### config.mk
export PLATFORM = sky130hd
export DESIGN_NAME = mc_ctrl_fsm
export DESIGN_NICKNAME = d
export VERILOG_FILES = /design/src/rtl/mc_pkg.sv /design/src/rtl/mc_ctrl_fsm_alu_dec.sv /design/src/rtl/mc_ctrl_fsm.sv
export SDC_FILE = /design/constraint.sdc
export NUM_CORES = 1
export LEC_CHECK = 0
export CORE_MARGIN = 8
export CORE_UTILIZATION = 36
export DETAILED_ROUTE_END_ITERATION = 8
export PLACE_DENSITY_LB_ADDON = 0.3
export SYNTH_ARGS = -nofsm -noshare
export SYNTH_HDL_FRONTEND = slang
export SYNTH_SLANG_ARGS = --single-unit
### constraint.sdc
create_clock -name clk -period 1.55 [get_ports clk]
set_input_delay 0.31 -clock clk [delete_from_list [all_inputs] [get_ports clk]]
set_output_delay 0.31 -clock clk [all_outputs]
set_load 0.005 [all_outputs]
### src/rtl/mc_pkg.sv
// Shared encodings for the multi-cycle MIPS-subset control unit: states,
// opcode/funct fields and ALU operation codes.
package mc_pkg;

    typedef enum logic [3:0] {
        S_IF      = 4'd0,
        S_ID      = 4'd1,
        S_EX_R    = 4'd2,
        S_EX_I    = 4'd3,
        S_MEM_ADR = 4'd4,
        S_MEM_RD  = 4'd5,
        S_MEM_WR  = 4'd6,
        S_WB_MEM  = 4'd7,
        S_WB_R    = 4'd8,
        S_WB_I    = 4'd9,
        S_BR      = 4'd10,
        S_JMP     = 4'd11
    } state_t;

    localparam logic [5:0] OP_RTYPE = 6'b000000;
    localparam logic [5:0] OP_ORI   = 6'b001101;
    localparam logic [5:0] OP_ADDI  = 6'b001000;
    localparam logic [5:0] OP_LW    = 6'b100011;
    localparam logic [5:0] OP_SW    = 6'b101011;
    localparam logic [5:0] OP_BEQ   = 6'b000100;
    localparam logic [5:0] OP_J     = 6'b000010;

    localparam logic [5:0] F_ADDU = 6'b100001;
    localparam logic [5:0] F_SUBU = 6'b100011;
    localparam logic [5:0] F_SLT  = 6'b101010;

    localparam logic [1:0] ALU_ADD = 2'b00;
    localparam logic [1:0] ALU_SUB = 2'b01;
    localparam logic [1:0] ALU_OR  = 2'b10;
    localparam logic [1:0] ALU_SLT = 2'b11;

    // True for the R-type funct codes the core implements.
    function automatic logic r_funct_ok(input logic [5:0] f);
        return (f == F_ADDU) || (f == F_SUBU) || (f == F_SLT);
    endfunction

endpackage

### src/rtl/mc_ctrl_fsm_alu_dec.sv
// ALU operation and immediate-extension select, derived from the current
// state and the instruction fields.
module mc_alu_dec
    import mc_pkg::*;
(
    input  logic [3:0] state,
    input  logic [5:0] op,
    input  logic [5:0] funct,
    output logic [1:0] alu_ctr,
    output logic       ext_op
);

    always_comb begin
        alu_ctr = ALU_ADD;
        ext_op  = 1'b1;
        case (state)
            S_EX_R: begin
                case (funct)
                    F_SUBU:  alu_ctr = ALU_SUB;
                    F_SLT:   alu_ctr = ALU_SLT;
                    default: alu_ctr = ALU_ADD;
                endcase
            end
            S_EX_I: begin
                // ori is a logical op, so its immediate is zero-extended
                if (op == OP_ORI) begin
                    alu_ctr = ALU_OR;
                    ext_op  = 1'b0;
                end
            end
            S_BR:    alu_ctr = ALU_SUB;
            default: alu_ctr = ALU_ADD;
        endcase
    end

endmodule

### src/rtl/mc_ctrl_fsm.sv
// Multi-cycle control FSM: fetch, decode, execute, memory and writeback
// sequencing over a shared ALU and a single ready-handshaked memory port.
module mc_ctrl_fsm
    import mc_pkg::*;
#(
    parameter int ST_W = 4,
    parameter int OP_W = 6
) (
    input  logic            clk,
    input  logic            rst_n,
    input  logic [OP_W-1:0] op,
    input  logic [OP_W-1:0] funct,
    input  logic            zero,
    input  logic            upover,
    input  logic            mem_rdy,
    output logic            pc_wr,
    output logic            pc_wr_cond,
    output logic            i_or_d,
    output logic            mem_rd,
    output logic            mem_wr,
    output logic            ir_wr,
    output logic            reg_wr,
    output logic            reg_dst,
    output logic            mem_to_reg,
    output logic            alu_src_a,
    output logic [1:0]      alu_src_b,
    output logic [1:0]      alu_ctr,
    output logic            ext_op,
    output logic [1:0]      pc_src,
    output logic            illegal,
    output logic [ST_W-1:0] state
);

    state_t state_reg;
    state_t state_next;
    logic   ovf_reg;
    logic   id_ok;

    // The branch condition is applied in the datapath by gating pc_wr_cond
    // with zero, so the sequencer itself never branches on it.
    logic unused_zero;
    assign unused_zero = zero;

    assign state = state_reg;

    always_comb begin
        id_ok = 1'b0;
        case (op)
            OP_RTYPE:               id_ok = r_funct_ok(funct);
            OP_ORI, OP_ADDI:        id_ok = 1'b1;
            OP_LW, OP_SW:           id_ok = 1'b1;
            OP_BEQ, OP_J:           id_ok = 1'b1;
            default:                id_ok = 1'b0;
        endcase
    end

    always_ff @(posedge clk or negedge rst_n) begin
        if (!rst_n) begin
            state_reg <= S_IF;
            ovf_reg   <= 1'b0;
        end else begin
            state_reg <= state_next;
            if (state_reg == S_EX_I)
                ovf_reg <= upover;
            else if (state_reg == S_IF)
                ovf_reg <= 1'b0;
        end
    end

    always_comb begin
        state_next = S_IF;
        case (state_reg)
            S_IF:      state_next = mem_rdy ? S_ID : S_IF;
            S_ID: begin
                if (!id_ok)
                    state_next = S_IF;
                else begin
                    case (op)
                        OP_RTYPE:      state_next = S_EX_R;
                        OP_ORI,
                        OP_ADDI:       state_next = S_EX_I;
                        OP_LW, OP_SW:  state_next = S_MEM_ADR;
                        OP_BEQ:        state_next = S_BR;
                        OP_J:          state_next = S_JMP;
                        default:       state_next = S_IF;
                    endcase
                end
            end
            S_EX_R:    state_next = S_WB_R;
            S_EX_I:    state_next = S_WB_I;
            S_MEM_ADR: state_next = (op == OP_LW) ? S_MEM_RD : S_MEM_WR;
            S_MEM_RD:  state_next = mem_rdy ? S_WB_MEM : S_MEM_RD;
            S_MEM_WR:  state_next = mem_rdy ? S_IF : S_MEM_WR;
            default:   state_next = S_IF;
        endcase
    end

    mc_alu_dec u_alu_dec (
        .state   (state_reg),
        .op      (op),
        .funct   (funct),
        .alu_ctr (alu_ctr),
        .ext_op  (ext_op)
    );

    always_comb begin
        pc_wr      = 1'b0;
        pc_wr_cond = 1'b0;
        i_or_d     = 1'b0;
        mem_rd     = 1'b0;
        mem_wr     = 1'b0;
        ir_wr      = 1'b0;
        reg_wr     = 1'b0;
        reg_dst    = 1'b0;
        mem_to_reg = 1'b0;
        alu_src_a  = 1'b0;
        alu_src_b  = 2'b00;
        pc_src     = 2'b00;
        illegal    = 1'b0;
        case (state_reg)
            S_IF: begin
                mem_rd    = 1'b1;
                alu_src_b = 2'b01;
                ir_wr     = mem_rdy;
                pc_wr     = mem_rdy;
            end
            S_ID: begin
                alu_src_b = 2'b11;
                illegal   = !id_ok;
            end
            S_EX_R: begin
                alu_src_a = 1'b1;
                alu_src_b = 2'b00;
            end
            S_EX_I, S_MEM_ADR: begin
                alu_src_a = 1'b1;
                alu_src_b = 2'b10;
            end
            S_MEM_RD: begin
                mem_rd = 1'b1;
                i_or_d = 1'b1;
            end
            S_MEM_WR: begin
                mem_wr = 1'b1;
                i_or_d = 1'b1;
            end
            S_WB_MEM: begin
                reg_wr     = 1'b1;
                mem_to_reg = 1'b1;
            end
            S_WB_R: begin
                reg_wr  = 1'b1;
                reg_dst = 1'b1;
            end
            S_WB_I: begin
                // an overflowing addi must not commit its result
                reg_wr = !((op == OP_ADDI) && ovf_reg);
            end
            S_BR: begin
                alu_src_a  = 1'b1;
                pc_src     = 2'b01;
                pc_wr_cond = 1'b1;
            end
            S_JMP: begin
                pc_wr  = 1'b1;
                pc_src = 2'b10;
            end
            default: ;
        endcase
    end

endmodule
==> flow_metrics.py, run 1 <==
metrics = {
    "sta": {
        "timing.clock.skew_ns": 0.006617,
        "final-setup-viol-count": 20,
        "min_period_over_period": 1.248,
        "final.setup.worst_slack_ns": -0.3837,
        "worst-slew-pin-transition_ns": 0.4099,
        "finalHoldViolations": 0,
        "max_freq_mhz": 517.1,
        "finalWorstPathRequiredPeriod_ns": 1.934,
        "grt_setup_unrepaired": "true",
        "report.final.slew_viol_count": 0,
        "setup_tns_ns": -4.812,
        "relSlewSlack": 0.7255,
    },
    "power_and_ir_drop": {
        "irDropWorstVdd_v": 0.001289,
        "power.density_nw_per_um2": 1836,
        "finalPower_mw": 2.892,
        "power.leakage_nw": 0.7656,
    },
    "placement": {
        "place.detailed.hpwl_um": 2133,
        "io_buffer_count": 37,
        "place_congestion": 0.8512,
    },
    "logic_synthesis": {
        "synth_sequential_area_ratio": 0.1980,
        "cell_area_after_synthesis_um2": 631.9,
        "postSynthAreaPerCell_um2": 7.347,
        "total_nets_after_synthesis": 103,
        "synth-simple-area-share": 0.3743,
        "synth-compound-area-share": 0.2673,
        "yosys.cell_types.count": 42,
        "yosys_warnings": 0,
        "combinational_family_with_the_most_area_after_synthesis": "simple AND/OR/NAND/NOR gates",
        "synth.ff_latch_count": 5,
        "synth.area.mux_share": 0.01584,
        "synth-adder-area-share": 0,
        "syn-instance-count": 86,
        "post_synth_xor_area_fraction": 0.04158,
    },
    "run": {
        "max_cap_violations": 0,
    },
    "setup_path": {
        "critical_path.max_stage_delay_ns": 0.44,
        "critPathSlowestCell": "or4_4",
        "critPathCaptureType": "output port",
        "path_cells": "buf_6, nor2_4, nand2_2, or4_4, o41ai_2, buf_2",
        "crit_buf_inv": 2,
        "cp_top_family": "simple AND/OR/NAND/NOR gates",
        "critPathKind": "flop to output port",
        "timing.critical_path.from_type": "flop",
        "crit_path_max_fanout": 2,
        "worst_ep_arrival_time_ns": 1.62,
        "worstPathRequired_ns": 1.24,
    },
    "floorplanning": {
        "dieHeight_um": 57.90,
        "fp-row-count": 15,
        "floorplan.initialDensity": 0.3741,
        "die_area_um2": 3352,
        "core-area_um2": 1689,
        "fp.dieW_um": 57.90,
        "floorplan.io_pins": 39,
    },
    "layout": {
        "mostFrequentLayoutCell": "buf_4",
        "flip_flop_count_of_the_largest_register_after_layout": 4,
        "multi_input_area_um2": 654.4,
        "filler_cell_count": 63,
        "net_count_final": 192,
        "layout_cells_sized_above_1": 0.7184,
        "commonest_non_fill_non_tap_cells_in_the_layout": "buf_4, buf_2, buf_6, nor2_1, a21oi_1",
        "layout.area.seq_um2": 127.6,
        "syn2layout_area_growth_pct": 149.3,
        "antenna-diode-count": 0,
    },
    "clock_network": {
        "htree_num_levels": 1,
        "clock_root_buffer_master": "clkbuf_4",
        "tritoncts": "built",
        "cts_buf_count": 3,
        "cts_num_sinks": 5,
        "clockBufferDepth": 2,
        "worst_skew_pair.late_latency_ns": 0.27,
        "clkTransAtPathRegs_ns": 0.06,
    },
    "route": {
        "drt-total-wl_um": 4161,
        "route.detailed.wl_per_inst_um": 21.79,
        "drt-vias-per-instance": 5.749,
        "detail-route-antenna-nets": 0,
        "dr_vias": 1098,
        "drt_pass1_iterations": 4,
        "remaining_drc_errors": 0,
        "first_iter_violations": 41,
    },
    "global_routing": {
        "grt_util_all_layers": 0.2158,
        "maximum_number_of_pins_on_one_net_before_global_route_repair": 9,
        "grt_first_pass_wirelength_um": 5554,
        "overflow_after_grt": 0,
        "initial_antenna_violation_count": 0,
        "first_global_vias": 1113,
    },
    "min_path": {
        "hold_path.class": "input pin to asynchronous set/reset pin",
    },
    "run_status": {
        "failed_checks": "setup timing",
        "run_status": "finished, violations left",
    },
}
-- cell usage after synthesis --
cell type | count | share of area
o211ai_2 | 1 | 0.020
or3_1 | 1 | 0.0099
a211oi_2 | 1 | 0.020
xor2_1 | 2 | 0.028
nor4_2 | 1 | 0.020
a211o_1 | 1 | 0.014
nand2b_1 | 4 | 0.040
clkbuf_1 | 1 | 0.0059
o31ai_1 | 1 | 0.012
nand2_1 | 6 | 0.036
nor2_1 | 12 | 0.071
or4_1 | 1 | 0.012
a21oi_1 | 7 | 0.055
inv_1 | 4 | 0.024
or3_2 | 1 | 0.012
nand4b_1 | 1 | 0.014
buf_2 | 4 | 0.032
o41ai_1 | 1 | 0.014
buf_4 | 2 | 0.024
o32ai_1 | 2 | 0.028
nand3_1 | 1 | 0.0079
a32oi_1 | 1 | 0.014
nor4_1 | 1 | 0.0099
dfrtp_1 | 5 | 0.20
nand3b_1 | 2 | 0.024
o21a_2 | 1 | 0.014
or2_1 | 1 | 0.0099
or4b_4 | 1 | 0.022
or3b_1 | 2 | 0.028
o21ai_0 | 3 | 0.024
buf_6 | 1 | 0.018
a31oi_1 | 1 | 0.0099
o2bb2ai_1 | 1 | 0.014
nor2_2 | 1 | 0.0099
mux2i_1 | 1 | 0.016
a21o_1 | 1 | 0.012
nor3_1 | 3 | 0.024
and3_1 | 1 | 0.0099
o22ai_1 | 1 | 0.0099
o21ai_1 | 1 | 0.0079
xnor2_1 | 1 | 0.014
or4b_1 | 1 | 0.016
-- area by class of cell --
cell class	count	area share
Multi-Input combinational cell	69	0.4154
Inverter	4	0.01191
Timing Repair Buffer	92	0.4615
Tap cell	17	0.01350
Clock buffer	4	0.01668
Sequential cell	5	0.08102
-- layer usage --
metal	vias up	GRT usage	part of all wire
met2	67	0.3726	0.50
met4	0	0.1399	0.064
met3	22	0.07506	0.079
met1	516	0.2149	0.36
met5	-	0	0
li1	493	-	-
-- logic make-up (layout without fill, tap and decap cells) --
group / Yosys count / count (layout)
flops: 5 / 5
mux: 1 / 1
simple gates: 41 / 41
xor+xnor: 3 / 3
buf+inv: 12 / 100
compound gates: 24 / 24
-- power by group --
group          internal [mW]  leakage (nW)  switching [mW]
Sequential             0.186        0.0648          0.0707
Combinational           1.33         0.686            1.12
Clock                 0.0991        0.0150          0.0811
Total                   1.62         0.766            1.28
-- timing repair --
item,4_1_cts,5_1_grt
setup buffers,10,12
setup endpoints to repair,24,24
endpoints found under the hold margin,0,0
pin swaps,13,17
hold buffers,0,0
gates resized for setup,127,53
-- worst paths after layout --
kind                          start         end  slack, ns  depth (start not counted)
max                        state[3]  alu_ctr[1]      -0.38                          6
min                           rst_n    state[2]       0.30                          1
max reg2reg                state[3]    state[1]      -0.07                          8
min reg2reg                state[3]    state[2]       0.71                          3
max in group asynchronous     rst_n    state[0]       0.98                          1
min in group clk              op[2]    state[3]       0.53                          4
-- through the flow --
stage | cell area (um2) | hold slack (ns) | util | cells | worst slack, ns
floorplan | 646.9 | 0.01441 | - | 86 | 0.001369
global placement | 1235 | 0.5393 | 0.7311 | 165 | -0.9049
detailed placement | 1235 | 0.5523 | 0.7311 | 165 | -1.005
CTS | 1340 | 0.2797 | 0.7933 | 179 | -0.3071
global route | 1575 | 0.3213 | 0.9326 | 191 | -0.4292
finish | 1575 | 0.3036 | 0.9326 | 191 | -0.3837
Note: power is estimated with default switching activity, not from simulation.
==> run 2: changes to the inputs <==
CORE_MARGIN = 3   (was 8)
GPL_ROUTABILITY_DRIVEN = 0   (was not set)
==> run 2 against run 1 <==
Effect of this change:
- the flow still finishes with violations (setup timing)
- global-route usage grew 7.3 points
- clock power is 4% lower
- clock-buffer cell count did not move
==> flow_metrics.py, run 2 (same netlist as run 1, synthesis figures left out) <==
metrics = {
    "layout": {
        "utilization": 0.9302,
        "commonest_non_fill_non_tap_cells_in_the_layout": "buf_4, buf_2, buf_6, dlygate4sd2_1, nor2_2",
        "layout_cells_sized_above_1": 0.7024,
        "finished_layout_cell_area_um2": 1466,
        "flip_flop_count_of_the_largest_register_after_layout": 4,
        "final_cells": 184,
        "net_count_final": 186,
        "antenna-diode-count": 0,
        "syn2layout_area_growth_pct": 132.1,
        "filler_cell_count": 57,
        "mostFrequentLayoutCell": "buf_4",
    },
    "placement": {
        "io_buffer_count": 37,
        "dpl.cell_count": 164,
        "placement.cell_area_um2": 1234,
        "place_worst_setup_slack_ns": -0.9273,
        "place.detailed.hpwl_um": 1985,
    },
    "run": {
        "max_cap_violations": 0,
    },
    "setup_path": {
        "critPathCaptureType": "output port",
        "worst_ep_arrival_time_ns": 1.61,
        "ff2ff_path_depth": 9,
        "worstPathRequired_ns": 1.24,
        "crit_path_start": "state[3]",
        "critPathKind": "flop to output port",
        "reg2reg_from": "state[2]",
        "timing.critical_path.from_type": "flop",
        "crit_path_max_fanout": 4,
    },
    "global_routing": {
        "maximum_number_of_pins_on_one_net_before_global_route_repair": 8,
        "initial_antenna_violation_count": 0,
        "overflow_after_grt": 0,
        "grt_util_all_layers": 0.2885,
        "first_global_vias": 1006,
        "grt_first_pass_wirelength_um": 4616,
    },
    "sta": {
        "report.final.slew_viol_count": 0,
        "finalHoldViolations": 0,
        "timing.clock.skew_ns": 0.009970,
        "grt_setup_unrepaired": "true",
        "relSlewSlack": 0.8351,
        "min_period_over_period": 1.241,
        "finalWorstPathRequiredPeriod_ns": 1.923,
        "setup_tns_ns": -3.880,
        "worst-slew-pin-transition_ns": 0.2454,
        "max_freq_mhz": 520.0,
        "final-setup-viol-count": 20,
        "hold_ws_ns": 0.2716,
        "final.setup.worst_slack_ns": -0.3731,
    },
    "clock_network": {
        "tritoncts": "built",
        "cts-hold-fix-buffers": 0,
        "clkTransAtPathRegs_ns": 0.06,
        "clockBufferDepth": 2,
        "worst_skew_pair.late_latency_ns": 0.26,
        "cts_num_sinks": 5,
        "cts_buf_count": 3,
        "clock_root_buffer_master": "clkbuf_4",
        "htree_num_levels": 1,
    },
    "power_and_ir_drop": {
        "switching_share": 0.4504,
        "irDropWorstVdd_v": 0.001295,
        "sequentialPowerShare": 0.100,
        "share_comb_of_total_power": 0.835,
        "power.switching_mw": 1.201,
        "power.leakage_nw": 0.7186,
        "power.density_nw_per_um2": 1818,
        "internal-power_mw": 1.465,
        "finalPower_mw": 2.666,
        "clock_power_share": 0.065,
    },
    "floorplanning": {
        "floorplan.initialDensity": 0.4008,
        "fp-row-count": 14,
        "die_area_um2": 2294,
        "core-area_um2": 1577,
        "floorplan.io_pins": 39,
        "dieHeight_um": 47.90,
        "fp.dieW_um": 47.90,
    },
    "run_status": {
        "run_status": "finished, violations left",
        "failed_checks": "setup timing",
    },
    "min_path": {
        "hold_path.class": "input pin to asynchronous set/reset pin",
    },
    "route": {
        "first_iter_violations": 53,
        "detail-route-antenna-nets": 0,
        "remaining_drc_errors": 0,
        "drt-total-wl_um": 3773,
        "drt_pass1_iterations": 4,
        "dr_vias": 1134,
        "route.detailed.wl_per_inst_um": 20.51,
        "drt-vias-per-instance": 6.163,
    },
}
[run 2: cell types whose count changed in the layout (fill, tap and decap cells not counted), sizes merged]
cell,before,now
buf,80,71
clkbuf,6,5
clkdlybuf4s50,4,3
clkinvlp,1,0
dlygate4sd2,3,8
inv,3,4
[run 2: critical path, stage by stage, from the launching register on]
cell and delay [ns]:
dfrtp_2 0.44, nor2_4 0.16, nand2_2 0.06, or4_4 0.45, o41ai_4 0.07, buf_2 0.17
[run 2: final cells by class]
| class | instances | area (um2) | share of cell area |
|---|---|---|---|
| Clock buffer | 4 | 26.28 | 0.01792 |
| Inverter | 4 | 17.52 | 0.01195 |
| Multi-Input combinational cell | 69 | 613.1 | 0.4181 |
| Sequential cell | 5 | 128.9 | 0.08788 |
| Tap cell | 16 | 20.02 | 0.01365 |
| Timing Repair Buffer | 86 | 660.6 | 0.4505 |
[run 2: path summary, 6_finish.rpt]
kind | endpoint | slack (ns)
max | alu_ctr[1] | -0.37
min | state[2] | 0.27
max reg2reg | state[1] | 0.04
min reg2reg | state[0] | 0.69
max in group asynchronous | state[3] | 1.05
min in group clk | state[3] | 0.60
[run 2: routing by layer]
layer / track usage / part of all wire / vias to the layer above
met1: 0.3333 / 0.37 / 535
li1: - / - / 478
met3: 0.07895 / 0.092 / 21
met5: 0 / 0 / -
met2: 0.5013 / 0.49 / 100
met4: 0.1075 / 0.043 / 0
[run 2: power groups by stage]
stage	logic (mW)	registers [mW]	clock network, mW
after CTS	1.85	0.247	0.158
after detailed placement	1.60	0.249	0
final	2.23	0.268	0.173
after global placement	1.57	0.247	0
after floorplan	0.636	0.216	0
after global routing	2.35	0.269	0.185
[run 2: what timing repair did]
item | in CTS | in global routing
resized for setup | 130 | 31
pin swaps | 14 | 9
setup buffers | 15 | 3
setup endpoints to repair | 24 | 23
==> run 3: changes to the inputs <==
ABC_CLOCK_PERIOD_IN_PS = 1550   (was not set)
==> results of run 3 <==
No change in the layout: final DEF, timing and power equal those of run 2.
